===== config.mk =====
export PLATFORM = sky130hd
export DESIGN_NAME = fu_complete_buffer
export DESIGN_NICKNAME = d
export VERILOG_FILES = /design/src/rtl/sys_defs.sv /design/src/rtl/fu_result_fifo.sv /design/src/rtl/fu_complete_buffer.sv
export SDC_FILE = /design/constraint.sdc
export NUM_CORES = 1
export LEC_CHECK = 0
export BUFFER_PORTS_ARGS = -buffer_cell sky130_fd_sc_hd__buf_2
export CAP_MARGIN = 10
export CORE_AREA = 2 2 490 492
export DETAILED_ROUTE_END_ITERATION = 8
export DIE_AREA = 0 0 492 494
export PLACE_DENSITY = 0.5
export SYNTH_ARGS = -nofsm -noshare
export SYNTH_HDL_FRONTEND = slang
export SYNTH_HIERARCHICAL = 1
export SYNTH_SLANG_ARGS = --single-unit

===== constraint.sdc =====
create_clock -name clock -period 14.2 [get_ports clock]
set_clock_uncertainty 0.15 [all_clocks]
set_input_delay 2.84 -clock clock [delete_from_list [all_inputs] [get_ports clock]]
set_output_delay 2.84 -clock clock [all_outputs]
set_load 0.01 [all_outputs]

===== src/rtl/sys_defs.sv =====
// Shared definitions for the FU-to-complete path: packet types, FU count, FU index map.
// Latency: n/a (types and constants only).
// Backpressure: n/a.
package sys_defs;

  localparam int NUM_FU = 8;
  localparam int XLEN   = 32;
  localparam int PR_W   = 6;   // physical register tag width
  localparam int ROB_W  = 5;   // ROB entry index width

  // FU index to FU_STATE_PACKET field mapping (index == bit position).
  localparam int FU_ALU_1  = 0;
  localparam int FU_ALU_2  = 1;
  localparam int FU_ALU_3  = 2;
  localparam int FU_BRANCH = 3;
  localparam int FU_MULT_1 = 4;
  localparam int FU_MULT_2 = 5;
  localparam int FU_LS_1   = 6;
  localparam int FU_LS_2   = 7;

  typedef struct packed {
    logic             valid;
    logic [PR_W-1:0]  dest_pr;
    logic [XLEN-1:0]  dest_value;
    logic [ROB_W-1:0] rob_entry;
    logic [XLEN-1:0]  target_pc;
    logic             if_take_branch;
  } FU_COMPLETE_PACKET;

  // Last member is bit 0, so alu_1 lands on bit 0.
  typedef struct packed {
    logic ls_2;
    logic ls_1;
    logic mult_2;
    logic mult_1;
    logic branch;
    logic alu_3;
    logic alu_2;
    logic alu_1;
  } FU_STATE_PACKET;

endpackage


===== src/rtl/fu_result_fifo.sv =====
// Single-channel DEPTH-entry result FIFO with push, pop, synchronous flush, count, head and ready.
// Latency: a push is visible at the head one cycle later; no bypass.
// Backpressure: ready = count < DEPTH, from registered count only; pushes while not ready are the caller's problem.
//
// Ports: clock/reset (async active-low), push/push_dat, pop, flush,
//        ready, count, head_dat (undefined content when count == 0).
module fu_result_fifo #(
  parameter int WIDTH = 8,
  parameter int DEPTH = 2
) (
  input  logic                       clock,
  input  logic                       reset,
  input  logic                       push,
  input  logic [WIDTH-1:0]           push_dat,
  input  logic                       pop,
  input  logic                       flush,
  output logic                       ready,
  output logic [$clog2(DEPTH+1)-1:0] count,
  output logic [WIDTH-1:0]           head_dat
);

  localparam int PTR_W = $clog2(DEPTH);
  localparam int CNT_W = $clog2(DEPTH+1);

  logic [WIDTH-1:0] mem [DEPTH];
  logic [PTR_W-1:0] head;
  logic [PTR_W-1:0] tail;

  // Pop on an empty FIFO is ignored so pointers never run ahead.
  logic pop_eff;
  assign pop_eff  = pop && (count != '0);
  assign ready    = (count < CNT_W'(DEPTH));
  assign head_dat = mem[head];

  // Storage is not reset; the owner masks the head while empty.
  always_ff @(posedge clock) begin
    if (push && !flush) begin
      mem[tail] <= push_dat;
    end
  end

  // Pointers wrap naturally because DEPTH is a power of two.
  always_ff @(posedge clock or negedge reset) begin
    if (!reset) begin
      head  <= '0;
      tail  <= '0;
      count <= '0;
    end else if (flush) begin
      head  <= '0;
      tail  <= '0;
      count <= '0;
    end else begin
      if (push)    tail <= tail + 1'b1;
      if (pop_eff) head <= head + 1'b1;
      case ({push, pop_eff})
        2'b10:   count <= count + 1'b1;
        2'b01:   count <= count - 1'b1;
        default: count <= count;
      endcase
    end
  end

endmodule


===== src/rtl/fu_complete_buffer.sv =====
// Per-FU result holding buffer feeding the complete stage; one private FIFO per FU.
// Latency: push in cycle N is presented as finish/fu_c_in in cycle N+1.
// Backpressure: fu_ready[i] from registered count only; fu_c_stall[i] holds channel i's head.
//
// Ports: clock, reset (async active-low), fu_valid/fu_pkt/fu_ready (FU side),
//        squash (flush all), fu_finish/fu_c_in/fu_c_stall (complete side),
//        occupancy (registered total of all channel counts).
module fu_complete_buffer
  import sys_defs::*;
#(
  parameter int NUM_FU = sys_defs::NUM_FU,
  parameter int DEPTH  = 2
) (
  input  logic                                   clock,
  input  logic                                   reset,
  input  logic [NUM_FU-1:0]                      fu_valid,
  input  FU_COMPLETE_PACKET [NUM_FU-1:0]         fu_pkt,
  output logic [NUM_FU-1:0]                      fu_ready,
  input  logic                                   squash,
  output FU_STATE_PACKET                         fu_finish,
  output FU_COMPLETE_PACKET [NUM_FU-1:0]         fu_c_in,
  input  FU_STATE_PACKET                         fu_c_stall,
  output logic [$clog2(NUM_FU*DEPTH+1)-1:0]      occupancy
);

  localparam int PKT_W = $bits(FU_COMPLETE_PACKET);
  localparam int CNT_W = $clog2(DEPTH+1);
  localparam int OCC_W = $clog2(NUM_FU*DEPTH+1);

  logic [NUM_FU-1:0] push;
  logic [NUM_FU-1:0] pop;
  logic [NUM_FU-1:0] finish_vec;
  logic [NUM_FU-1:0] stall_vec;
  logic [PKT_W-1:0]  head_dat [NUM_FU];
  logic [CNT_W-1:0]  count    [NUM_FU];

  assign stall_vec = fu_c_stall;
  assign fu_finish = FU_STATE_PACKET'(finish_vec);

  for (genvar i = 0; i < NUM_FU; i++) begin : g_chan
    assign finish_vec[i] = (count[i] != '0);
    assign push[i]       = fu_valid[i] & fu_ready[i];
    assign pop[i]        = finish_vec[i] & ~stall_vec[i];

    fu_result_fifo #(
      .WIDTH (PKT_W),
      .DEPTH (DEPTH)
    ) u_fifo (
      .clock    (clock),
      .reset    (reset),
      .push     (push[i]),
      .push_dat (fu_pkt[i]),
      .pop      (pop[i]),
      .flush    (squash),
      .ready    (fu_ready[i]),
      .count    (count[i]),
      .head_dat (head_dat[i])
    );

    // Empty channels present an all-zero packet so stale storage never leaks.
    always_comb begin
      fu_c_in[i] = '0;
      if (finish_vec[i]) begin
        fu_c_in[i]       = FU_COMPLETE_PACKET'(head_dat[i]);
        fu_c_in[i].valid = 1'b1;
      end
    end
  end

  // Occupancy tracks the sum of counts incrementally, mirroring each channel's update.
  logic [OCC_W-1:0] occ_next;

  always_comb begin
    occ_next = occupancy;
    for (int i = 0; i < NUM_FU; i++) begin
      occ_next = occ_next + OCC_W'(push[i]) - OCC_W'(pop[i]);
    end
    if (squash) begin
      occ_next = '0;
    end
  end

  always_ff @(posedge clock or negedge reset) begin
    if (!reset) begin
      occupancy <= '0;
    end else begin
      occupancy <= occ_next;
    end
  end

endmodule


==> metrics.txt <==
run status completed; post-CTS sizing 0; WHS Endpoint g_chan[1].u_fifo/count[1]; area of the multi-input gates 13150 um2; vias per cell 3.910; TritonCTS Buffers 146; hold_ws 0.4300 ns; Post-Route WL 166100 um; I/O Pins 1272; R2R Path End occupancy[3]; Seq pwr share 0.469; 1st-pass router iterations 5; vias in the first global route 30150; Routed WL per cell 22.24 um; Max-cap violations 0; Starting DRT DRC Count 1666; part of the cycle the worst path needs 0.4423; count of input and output buffers 1263; die width 492 um; clock buffer depth 3; Clock Pin Slew Worst Setup and Hold Paths 0.06 ns; first-pass GRT wire length 227300 um; via count 29210; top fanout value on the critical path 39; Final HPWL DP 120000 um; post-route ant nets 0; Sink Count 1253; worst vdd ir 0.00008732 V; Core Area 237400 um2; Rows 179; pre-CTS WS 6.988 ns; RePlAce Congestion 0.8708; Area growth, synth to finish 27.56%; worst rel slew slack 0.3103; Syn Area/Cell 18.10 um2; Final Max Tran Viols 0; hold depth 2; Int Pwr 6863 uW; r2r setup slk 8.81 ns; worst reg2reg startpoint g_chan[0].u_fifo/count[1]; GRT Util Overall 0.1306; H-tree Lvls 4; hold_sp g_chan[1].u_fifo/count[0]; total area of sequential cells 37470 um2; die extent in y 494 um; Critical Path End Type primary output; Switching Fraction 0.2523; commonest non-fill, non-tap cell in the layout buf_2; die area 243000 um2; Gate power share 0.133; CP Data Arrival Time 3.29 ns; Period minus WS final 6.280 ns; Starting Density 0.2183; unrepaired setup endpoints after global routing false; switching pwr 2315 uW; most frequent cells in the layout buf_2, edfxtp_1, and2_1; design area 66110 um2; CTS tree yes; final hold vios 0; fin nets 4810; DRC Markers 0; Post-Syn Nets 3518; leakage power 0.02513 uW; Fill cells 24240; slack of the critical path 7.920 ns; Clock Power Share 0.397; Yosys warnings 6; root buf cell clkbuf_16; final setup fails 0; largest net degree at the start of global routing 80; post-CTS setup buffer count 0; Tightest Pin Transition 1.032 ns; WS Path Type flip-flop to primary output; worst path required time 11.21 ns; gr ovfl total 0; total power draw 9178 uW; Post-CTS Hold Buffers 0; initial antenna violation count 88; fmax 159.2 MHz; Critical Path Source Type flip-flop; worst skew pair latency 0.80 ns; FF-to-FF path depth 14; Mapped Cells 2864; share of post-route cells with drive strength above 1 0.5399; setup TNS 0 ns; Cell Area, Placed 61390 um2; post-synthesis cell area 51830 um2; P per Cell Area 138.8 nW/um2; Hold Crit Class flip-flop to flip-flop
[sequential cells by signal (all words and copies together) (netlist names)]
register,cells
g_chan.u_fifo/mem,1216
occupancy,5
g_chan.u_fifo/tail,8
g_chan.u_fifo/head,8
g_chan.u_fifo/count,16
[per-layer routing]
| layer | global-route usage | vias to the layer above | share of wire |
|---|---|---|---|
| met3 | 0.05646 | 274 | 0.10 |
| met4 | 0.03606 | 50 | 0.022 |
| met1 | 0.1454 | 14530 | 0.38 |
| met5 | 0 | - | 0.0019 |
| met2 | 0.2263 | 1215 | 0.50 |
| li1 | - | 13150 | - |
[how the worst max path moves through the flow]
stage                     startpoint                    endpoint  cells after the start
6_report       g_chan[7].u_fifo/head                fu_c_in[606]                      4
5_1_grt        g_chan[7].u_fifo/head                fu_c_in[612]                      4
4_1_cts        g_chan[7].u_fifo/head                fu_c_in[612]                      4
3_5_place_dp           fu_c_stall[0]                occupancy[3]                     13
3_3_place_gp           fu_c_stall[0]                occupancy[3]                     13
2_1_floorplan            fu_valid[1]  g_chan[1].u_fifo/mem[0][0]                      3
[critical path, cell delays in order, from the launching register on]
cell and delay, ns:
dfrtp_4 0.86, buf_4 0.68, mux2_2 0.53, and2_1 0.18, buf_2 0.16
[cell type report]
type	instances	share of cell area
Sequential cell	1253	0.5668
Inverter	61	0.003464
Antenna cell	30	0.001136
Timing Repair Buffer	1296	0.09936
Clock inverter	83	0.01160
Multi-Input combinational cell	1398	0.1990
Clock buffer	184	0.05871
Tap cell	3167	0.05994
[power groups by stage]
stage / sequential (uW) / clock (uW) / combinational [uW]
4_1_cts: 4310 / 3790 / 1270
6_report: 4310 / 3640 / 1220
5_1_grt: 4330 / 3910 / 1350
2_1_floorplan: 4380 / 0 / 731
3_5_place_dp: 4390 / 0 / 1260
3_3_place_gp: 4380 / 0 / 1270
[per-stage QoR]
stage,utilization,cells
2_1_floorplan,-,2864
3_3_place_gp,0.2586,7175
4_1_cts,0.2781,7442
3_5_place_dp,0.2586,7175
6_report,0.2785,7472
5_1_grt,0.2783,7457
(Power assumes the default switching activity.)
